## src/rtl/unified_mem_arbiter_pkg.sv

```systemverilog
// rtl/unified_mem_arbiter_pkg.sv - shared types for the unified memory arbiter
// Holds the arbiter state encoding and the grant selector type.
package unified_mem_arbiter_pkg;

  typedef enum logic [1:0] {
    IDLE    = 2'd0,
    IF_BUSY = 2'd1,
    DM_BUSY = 2'd2,
    DONE    = 2'd3
  } arb_state_t;

  typedef enum logic {
    GRANT_IF = 1'b0,
    GRANT_DM = 1'b1
  } arb_grant_t;

endpackage

```

## src/rtl/unified_mem_arbiter_timeout_counter.sv

```systemverilog
// rtl/unified_mem_arbiter_timeout_counter.sv - busy-cycle watchdog for the arbiter
// Ports:
//   clk     in  clock, rising edge
//   rst     in  asynchronous active-low reset
//   en      in  arbiter is in a BUSY state this cycle
//   clr     in  restart the count
//   expired out high during the TIMEOUT-th consecutive busy cycle
// TIMEOUT = 0 disables the watchdog (expired tied low).
module arb_timeout_counter #(
  parameter int TIMEOUT = 64
) (
  input  logic clk,
  input  logic rst,
  input  logic en,
  input  logic clr,
  output logic expired
);

  generate
    if (TIMEOUT == 0) begin : g_off
      assign expired = 1'b0;
    end else begin : g_on
      localparam int CW = (TIMEOUT > 1) ? $clog2(TIMEOUT) : 1;
      logic [CW-1:0] cnt;

      // cnt holds the number of busy cycles already completed, so the
      // TIMEOUT-th busy cycle is the one where cnt == TIMEOUT-1.
      assign expired = en && (cnt == CW'(TIMEOUT - 1));

      always_ff @(posedge clk or negedge rst) begin
        if (!rst) begin
          cnt <= '0;
        end else if (clr) begin
          cnt <= '0;
        end else if (en && !expired) begin
          cnt <= cnt + CW'(1);
        end
      end
    end
  endgenerate

endmodule

```

## src/rtl/unified_mem_arbiter.sv

```systemverilog
// rtl/unified_mem_arbiter.sv - shares one single-port memory between fetch and data ports
// Ports:
//   clk, rst                      clock, asynchronous active-low reset
//   if_req/if_addr                fetch request, held until if_ready
//   if_rdata/if_ready             registered instruction, one-cycle completion pulse
//   dm_req/dm_we/dm_addr/dm_wdata data request, held until dm_ready
//   dm_rdata/dm_ready             registered load data, one-cycle completion pulse
//   if_stall/dm_stall             combinational stall requests to the hazard unit
//   mem_req/mem_we/mem_addr/mem_wdata  registered memory request
//   mem_rdata/mem_ack             memory read data and single-cycle completion
//   err                           watchdog abort pulse, coincident with *_ready
module unified_mem_arbiter
  import unified_mem_arbiter_pkg::*;
#(
  parameter int WIDTH         = 32,
  parameter int MAX_DM_STREAK = 4,
  parameter int TIMEOUT       = 64
) (
  input  logic             clk,
  input  logic             rst,
  input  logic             if_req,
  input  logic [WIDTH-1:0] if_addr,
  output logic [WIDTH-1:0] if_rdata,
  output logic             if_ready,
  input  logic             dm_req,
  input  logic             dm_we,
  input  logic [WIDTH-1:0] dm_addr,
  input  logic [WIDTH-1:0] dm_wdata,
  output logic [WIDTH-1:0] dm_rdata,
  output logic             dm_ready,
  output logic             if_stall,
  output logic             dm_stall,
  output logic             mem_req,
  output logic             mem_we,
  output logic [WIDTH-1:0] mem_addr,
  output logic [WIDTH-1:0] mem_wdata,
  input  logic [WIDTH-1:0] mem_rdata,
  input  logic             mem_ack,
  output logic             err
);

  localparam int SW = $clog2(MAX_DM_STREAK + 1);

  arb_state_t    state;
  arb_grant_t    grant;
  logic [SW-1:0] dm_streak;
  logic          streak_full;
  logic          busy;
  logic          expired;

  assign busy        = (state == IF_BUSY) || (state == DM_BUSY);
  assign streak_full = (dm_streak == SW'(MAX_DM_STREAK));
  // Data wins unless a waiting fetch has already been passed over too often.
  assign grant       = (dm_req && !(if_req && streak_full)) ? GRANT_DM : GRANT_IF;

  assign if_stall = if_req & ~if_ready;
  assign dm_stall = dm_req & ~dm_ready;

  arb_timeout_counter #(
    .TIMEOUT(TIMEOUT)
  ) u_timeout (
    .clk    (clk),
    .rst    (rst),
    .en     (busy),
    .clr    (state == IDLE),
    .expired(expired)
  );

  always_ff @(posedge clk or negedge rst) begin
    if (!rst) begin
      state     <= IDLE;
      dm_streak <= '0;
      mem_req   <= 1'b0;
      mem_we    <= 1'b0;
      mem_addr  <= '0;
      mem_wdata <= '0;
      if_rdata  <= '0;
      dm_rdata  <= '0;
      if_ready  <= 1'b0;
      dm_ready  <= 1'b0;
      err       <= 1'b0;
    end else begin
      case (state)
        IDLE: begin
          if (if_req || dm_req) begin
            mem_req <= 1'b1;
            if (grant == GRANT_DM) begin
              state     <= DM_BUSY;
              mem_we    <= dm_we;
              mem_addr  <= dm_addr;
              mem_wdata <= dm_wdata;
              // Only grants that bypass a waiting fetch count toward the streak.
              if (if_req) begin
                dm_streak <= streak_full ? dm_streak : dm_streak + SW'(1);
              end else begin
                dm_streak <= '0;
              end
            end else begin
              state     <= IF_BUSY;
              mem_we    <= 1'b0;
              mem_addr  <= if_addr;
              mem_wdata <= '0;
              dm_streak <= '0;
            end
          end
        end
        IF_BUSY, DM_BUSY: begin
          // An ack arriving in the expiry cycle wins over the abort.
          if (mem_ack || expired) begin
            state   <= DONE;
            mem_req <= 1'b0;
            err     <= ~mem_ack;
            if (state == IF_BUSY) begin
              if_ready <= 1'b1;
              if_rdata <= mem_ack ? mem_rdata : '0;
            end else begin
              dm_ready <= 1'b1;
              if (!mem_ack) begin
                dm_rdata <= '0;
              end else if (!mem_we) begin
                dm_rdata <= mem_rdata;
              end
            end
          end
        end
        DONE: begin
          // No arbitration here: the requester gets a cycle to advance its address.
          state    <= IDLE;
          if_ready <= 1'b0;
          dm_ready <= 1'b0;
          err      <= 1'b0;
        end
        default: state <= IDLE;
      endcase
    end
  end

endmodule

```

## config.mk

```make
export PLATFORM = sky130hd
export DESIGN_NAME = unified_mem_arbiter
export DESIGN_NICKNAME = d
export VERILOG_FILES = /design/src/rtl/unified_mem_arbiter_pkg.sv /design/src/rtl/unified_mem_arbiter_timeout_counter.sv /design/src/rtl/unified_mem_arbiter.sv
export SDC_FILE = /design/constraint.sdc
export NUM_CORES = 1
export LEC_CHECK = 0
export CAP_MARGIN = 20
export CELL_PAD_IN_SITES_DETAIL_PLACEMENT = 1
export CELL_PAD_IN_SITES_GLOBAL_PLACEMENT = 2
export CORE_MARGIN = 5
export CORE_UTILIZATION = 37
export CTS_CLUSTER_SIZE = 24
export DETAILED_ROUTE_END_ITERATION = 7
export DONT_BUFFER_PORTS = 1
export PLACE_DENSITY_LB_ADDON = 0.1
export SYNTH_ARGS = -nofsm -noshare
export SYNTH_HDL_FRONTEND = slang
export SYNTH_SLANG_ARGS = --single-unit
```

## constraint.sdc

```tcl
create_clock -name clk -period 1.75 [get_ports clk]
set_input_delay 0.0875 -clock clk [delete_from_list [all_inputs] [get_ports clk]]
set_output_delay 0.0875 -clock clk [all_outputs]
set_load 0.03 [all_outputs]
```

==> results of run 1 <==
==> cell usage after synthesis (2+ instances only) <==
library cell	instances	share of area
nand3_4	2	0.0056
nand3_1	6	0.0048
nand2_1	137	0.082
o21ai_0	39	0.031
dfrtp_1	144	0.57
nor2_1	37	0.022
buf_6	6	0.011
o221ai_1	2	0.0028
nor2b_1	4	0.0040
a22o_1	95	0.13
a31oi_1	36	0.036
clkbuf_1	12	0.0072
a21oi_1	7	0.0056
buf_4	7	0.0084
inv_1	6	0.0036
buf_2	24	0.019
and3_1	4	0.0040
a32o_1	2	0.0032
and2_1	2	0.0020
ha_1	8	0.016
nor3_1	2	0.0016
==> area by class of cell <==
class / instances / area (sq um) / share of cell area
sequential: 144 / 3600 / 0.418
multi-input combinational: 400 / 2420 / 0.281
inverter: 6 / 22.5 / 0.00261
clock buffer: 19 / 443 / 0.0514
antenna: 1 / 2.50 / 0.000290
timing repair buffer: 162 / 1690 / 0.196
tap: 220 / 275 / 0.0320
clock inverter: 13 / 153 / 0.0177
==> per-stage QoR <==
step           instances  hold WS (ps)  total power, uW  worst slack (ps)  setup TNS [ps]
2_1_floorplan        599          -208            12100               142               0
3_3_place_gp         796          -204            13600               108               0
3_5_place_dp         796          -204            13900              34.4               0
4_1_cts              960          -658            17900              4.16               0
5_1_grt              964          -663            19200             -45.7            -187
6_report             965          -634            18100              18.9               0
==> kinds of logic (layout without fill, tap and decap cells) <==
logic type | Yosys count | count (layout) | synth area share
buf+inv | 55 | 200 | 0.0490
flops | 144 | 144 | 0.574
simple gates | 202 | 202 | 0.137
compound gates | 188 | 188 | 0.222
fa+ha+maj | 8 | 8 | 0.0159
other cells | 0 | 1 | 0
xor+xnor | 1 | 1 | 0.00140
mux | 1 | 1 | 0.00159
==> sequential cells by signal (all words and copies together), names as in the netlist <==
signal,cells
dm_streak,3
mem_wdata,32
mem_req,1
u_timeout.g_on.cnt,6
mem_addr,32
if_ready,1
err,1
dm_ready,1
mem_we,1
if_rdata,32
dm_rdata,32
state,2
==> timing repair <==
item                                   CTS  global route
resized for setup                        0             8
buffers inserted                         0             2
setup endpoints to repair                0            51
endpoints found under the hold margin  280           144
==> worst min path at each step <==
stage / startpoint / end / slack, ps / cells after the start
after floorplan: rst / dm_rdata[0] / -210 / 0
after global placement: rst / if_rdata[10] / -200 / 0
after detailed placement: rst / dm_rdata[10] / -200 / 0
after CTS: rst / dm_rdata[10] / -660 / 0
after global routing: rst / dm_rdata[10] / -660 / 0
final: rst / dm_rdata[10] / -630 / 0
==> worst max-delay path, cell delays in order (launching register included) <==
cell	delay, ps
dfrtp_1	370
inv_1	90
buf_4	160
ha_4	190
nor3_4	360
buf_12	210
a22o_1	140
a22o_1	140
==> per-layer routing <==
layer,vias up,global-route usage,share of wire
met5,-,0,0
met4,0,0.0806,0.025
met3,34,0.0740,0.091
met2,208,0.338,0.49
met1,2644,0.245,0.39
li1,2394,-,-
==> where the power goes <==
group	internal (uW)	leakage (uW)	switching [uW]
clock	2160	0.000281	1480
sequential	4760	0.00178	4030
combinational	2840	0.00176	2850
total	9770	0.00382	8370
==> results.sh, run 1 <==
export IMPL_cts_max_level=4
export IMPL_syn_nets=741
export IMPL_track_usage=0.205
export IMPL_end_kind="register"
export IMPL_final_util=0.518
export IMPL_die_h_um=140
export IMPL_antenna_found_initial=0
export IMPL_hold_buffers=132
export IMPL_grt_pass1_wl_um=32600
export IMPL_power_density_nw_per_um2=2100
export IMPL_rrSetupSlack_ps=20
export IMPL_path_clk_slew_ps=60
export IMPL_ys_warn_count=0
export IMPL_maxCapViolations=0
export IMPL_core_rowCount=47
export IMPL_synth_seq_cells=144
export IMPL_setup_viol=0
export IMPL_final_common_cell="dfrtp_1"
export IMPL_skew_ps=9.66
export IMPL_drc_errors=0
export IMPL_final_cell_mix="dfrtp_1 (144), nand2_1 (136), dlygate4sd3_1 (131)"
export IMPL_max_slew_margin_rel=0.726
export IMPL_drtPass1Iterations=4
export IMPL_synth_async_reset_ratio=1.00
export IMPL_cts_buffers=17
export IMPL_cts_tree="yes"
export IMPL_ys_flop_type="dfrtp_1"
export IMPL_drt_iter0_drc=136
export IMPL_startpoint="state[1]"
export IMPL_violations="hold timing"
export IMPL_post_dp_hpwl_um=12800
export IMPL_ant_nets=0
export IMPL_finalHoldWorstSlack_ps=-634
export IMPL_timing_fmax_ghz=0.578
export IMPL_critPathLaunchType="register"
export IMPL_leakage_uw=0.00382
export IMPL_synth_cell_types=38
export IMPL_clkSinkCount=144
export IMPL_fin_nets=873
export IMPL_clockBufferDepth=2
export IMPL_wl_um=20700
export IMPL_place_area_sq_um=6600
export IMPL_finalCriticalPeriod_ps=1730
export IMPL_avgSynthCellArea_sq_um=10.5
export IMPL_worstPathArrival_ps=2070
export IMPL_io_pins=269
export IMPL_fin_area_sq_um=8610
export IMPL_yosysSeqAreaShare=0.574
export IMPL_wl_per_cell_um=21.4
export IMPL_vdd_drop_max_uv=1010
export IMPL_synth_area_sq_um=6280
export IMPL_reg2reg_to="dm_rdata[29]"
export IMPL_viasPerCell=5.47
export IMPL_die_x_um=140
export IMPL_cp_max_fo=16
export IMPL_dieArea_sq_um=19700
export IMPL_outcome="complete, but fails checks"
export IMPL_hold_viol_final=144
export IMPL_gr_total_overflow=0
export IMPL_worst_hold_path_type="in2async"
export IMPL_nFillCells=1737
export IMPL_grt_max_degree=145
export IMPL_maxSlewViolCount=0
export IMPL_r2r_start="state[1]"
export IMPL_initial_core_util=0.377
export IMPL_clock_latency_ps=420
export IMPL_ff2ff_path_depth=7
export IMPL_rsz0062_at_grt="true"
export IMPL_crit_end="dm_rdata[29]"
export IMPL_required_ps=2090
export IMPL_period_share=0.989
export IMPL_grt_pass1_vias=5866
export IMPL_syn_to_final_growth_pct=37.2
export IMPL_vias=5280
export IMPL_synth_edf_count=0
export IMPL_io_buffer_count=0
export IMPL_core_sq_um=16600
export IMPL_place_congestion=0.760
export IMPL_netlist_instances=599
export IMPL_worst_pin_slew_ps=411
export IMPL_ctsRootBufferMaster="clkbuf_16"
export IMPL_drive_above_1_share=0.103
export IMPL_path_class="reg2reg"
Note: power is estimated with default switching activity, not from simulation.
==> run 2: changes to the inputs <==
- CORE_MARGIN: 5 -> 8
- REMOVE_ABC_BUFFERS: unset -> 1
==> run 2 against run 1 <==
Effect of this change:
- the flow still finishes with violations (hold timing)
- via count shrank 0.17%
- flip-flop and latch count stayed put
- final area decreased by 1.3%
- clock-buffer cell count down 1
- die area grew 8.7%
- cell count shrank 0.62%
- clock skew up 1.2 ps
- sequential power about the same
- sequential share of layout area increased by 0.55 points
- global-route usage decreased by 0.55 points
- first-iteration DRC count rose by 89%
- register-to-register slack better by 70 ps
==> results.sh, run 2 (synthesis results as in run 1) <==
export IMPL_outcome="complete, but fails checks"
export IMPL_violations="hold timing"
export IMPL_final_cell_mix="dfrtp_1 (144), nand2_1 (136), dlygate4sd3_1 (131)"
export IMPL_period_share=0.947
export IMPL_crit_end="dm_rdata[5]"
export IMPL_syn_to_final_growth_pct=35.4
export IMPL_rrSetupSlack_ps=90
export IMPL_ctsRootBufferMaster="clkbuf_16"
export IMPL_r2r_start="state[1]"
export IMPL_vias=5271
export IMPL_path_class="reg2reg"
export IMPL_place_area_sq_um=6580
export IMPL_crit_path_cell_trace="inv_1, buf_4, ha_1, nor2b_2, nand2_4, buf_12, a22o_1"
export IMPL_io_buffer_count=0
export IMPL_skew_ps=10.9
export IMPL_io_pins=269
export IMPL_cpPeakStageDelay_ps=340
export IMPL_place_congestion=0.760
export IMPL_fin_area_sq_um=8500
export IMPL_cts_buffers=17
export IMPL_hold_buffers=132
export IMPL_ant_nets=0
export IMPL_track_usage=0.199
export IMPL_cts_max_level=4
export IMPL_worst_path_max_delay_cell="dfrtp_1"
export IMPL_drt_iter0_drc=257
export IMPL_worst_pin_slew_ps=587
export IMPL_finalCriticalPeriod_ps=1660
export IMPL_max_slew_margin_rel=0.608
export IMPL_grt_pass1_wl_um=34300
export IMPL_worst_hold_path_type="in2async"
export IMPL_crit_cells=7
export IMPL_gr_total_overflow=0
export IMPL_critPathTopFamily="buffers and inverters"
export IMPL_clkSinkCount=144
export IMPL_nFillCells=1771
export IMPL_drtPass1Iterations=4
export IMPL_cts_tree="yes"
export IMPL_drc_errors=0
export IMPL_startpoint="state[1]"
export IMPL_fin_nets=869
export IMPL_antenna_found_initial=1
export IMPL_power_density_nw_per_um2=2080
export IMPL_final_common_cell="dfrtp_1"
export IMPL_setup_viol=0
export IMPL_path_clk_slew_ps=60
export IMPL_initial_core_util=0.379
export IMPL_worstPathArrival_ps=1950
export IMPL_critPathLaunchType="register"
export IMPL_vdd_drop_max_uv=944
export IMPL_wl_per_cell_um=22.2
export IMPL_leakage_uw=0.00378
export IMPL_post_place_ws_ps=0.258
export IMPL_hold_viol_final=144
export IMPL_rsz0062_at_grt="false"
export IMPL_finalWorstSetupSlack_ps=93.0
export IMPL_timing_fmax_ghz=0.604
export IMPL_path_buf_inv=3
export IMPL_core_sq_um=16600
export IMPL_clock_latency_ps=420
export IMPL_finalHoldWorstSlack_ps=-633
export IMPL_drive_above_1_share=0.0961
export IMPL_die_x_um=146
export IMPL_core_rowCount=47
export IMPL_clockBufferDepth=2
export IMPL_required_ps=2050
export IMPL_die_h_um=146
export IMPL_end_kind="register"
export IMPL_maxCapViolations=0
export IMPL_cp_max_fo=32
export IMPL_post_dp_hpwl_um=13900
export IMPL_grt_max_degree=145
export IMPL_dieArea_sq_um=21400
export IMPL_place_inst=796
export IMPL_ff2ff_path_depth=7
export IMPL_maxSlewViolCount=0
export IMPL_reg2reg_to="dm_rdata[5]"
export IMPL_power_uw=17700
export IMPL_grt_pass1_vias=5864
export IMPL_num_antenna_cells=0
export IMPL_wl_um=21300
export IMPL_final_cells=959
export IMPL_viasPerCell=5.50
==> run 2: repair_timing <==
| item | CTS | global route |
|---|---|---|
| setup buffers | 0 | 0 |
| setup endpoints to repair | 1 | 66 |
| hold endpoints to repair | 280 | 144 |
| resized for setup | 1 | 3 |
==> run 2: area by class of cell <==
type	instances	area, sq um	share of cell area
sequential	144	3600	0.424
multi-input combinational	400	2390	0.282
tap	220	275	0.0324
clock inverter	13	136	0.0160
inverter	6	22.5	0.00265
clock buffer	18	439	0.0517
timing repair buffer	158	1630	0.192
==> run 2: report_power, final <==
group          leakage [uW]  switching [uW]  internal (uW)  total [uW]
Sequential          0.00178            4050           4760        8810
Clock              0.000274            1430           2130        3560
Combinational       0.00172            2710           2590        5300
==> run 2: worst min-delay path by stage <==
stage,start,to,depth (start not counted)
floorplan,rst,dm_rdata[0],0
global placement,rst,if_rdata[16],0
detailed placement,rst,if_rdata[29],0
CTS,rst,mem_addr[22],0
global route,rst,mem_addr[4],0
finish,rst,if_rdata[29],0
==> run 2: metal layers <==
layer	vias to the layer above	global-route usage	wire length [um]	part of all wire
met1	2639	0.219	8110	0.38
met3	34	0.0983	2360	0.11
li1	2382	-	-	-
met2	214	0.326	10300	0.48
met4	2	0.0778	530	0.025
met5	-	0	9	0.00042
==> run 2: worst reg2reg max path, stage by stage, from the launching register on <==
cell     delay (ps)
dfrtp_1         340
inv_1            60
buf_4           140
ha_1            270
nor2b_2         230
nand2_4          80
buf_12          170
a22o_1          260
==> run 2: through the flow <==
stage                util  setup TNS (ps)
floorplan               -         -117530
global placement    0.397               0
detailed placement  0.397               0
CTS                 0.512               0
global route        0.513               0
finish              0.513               0
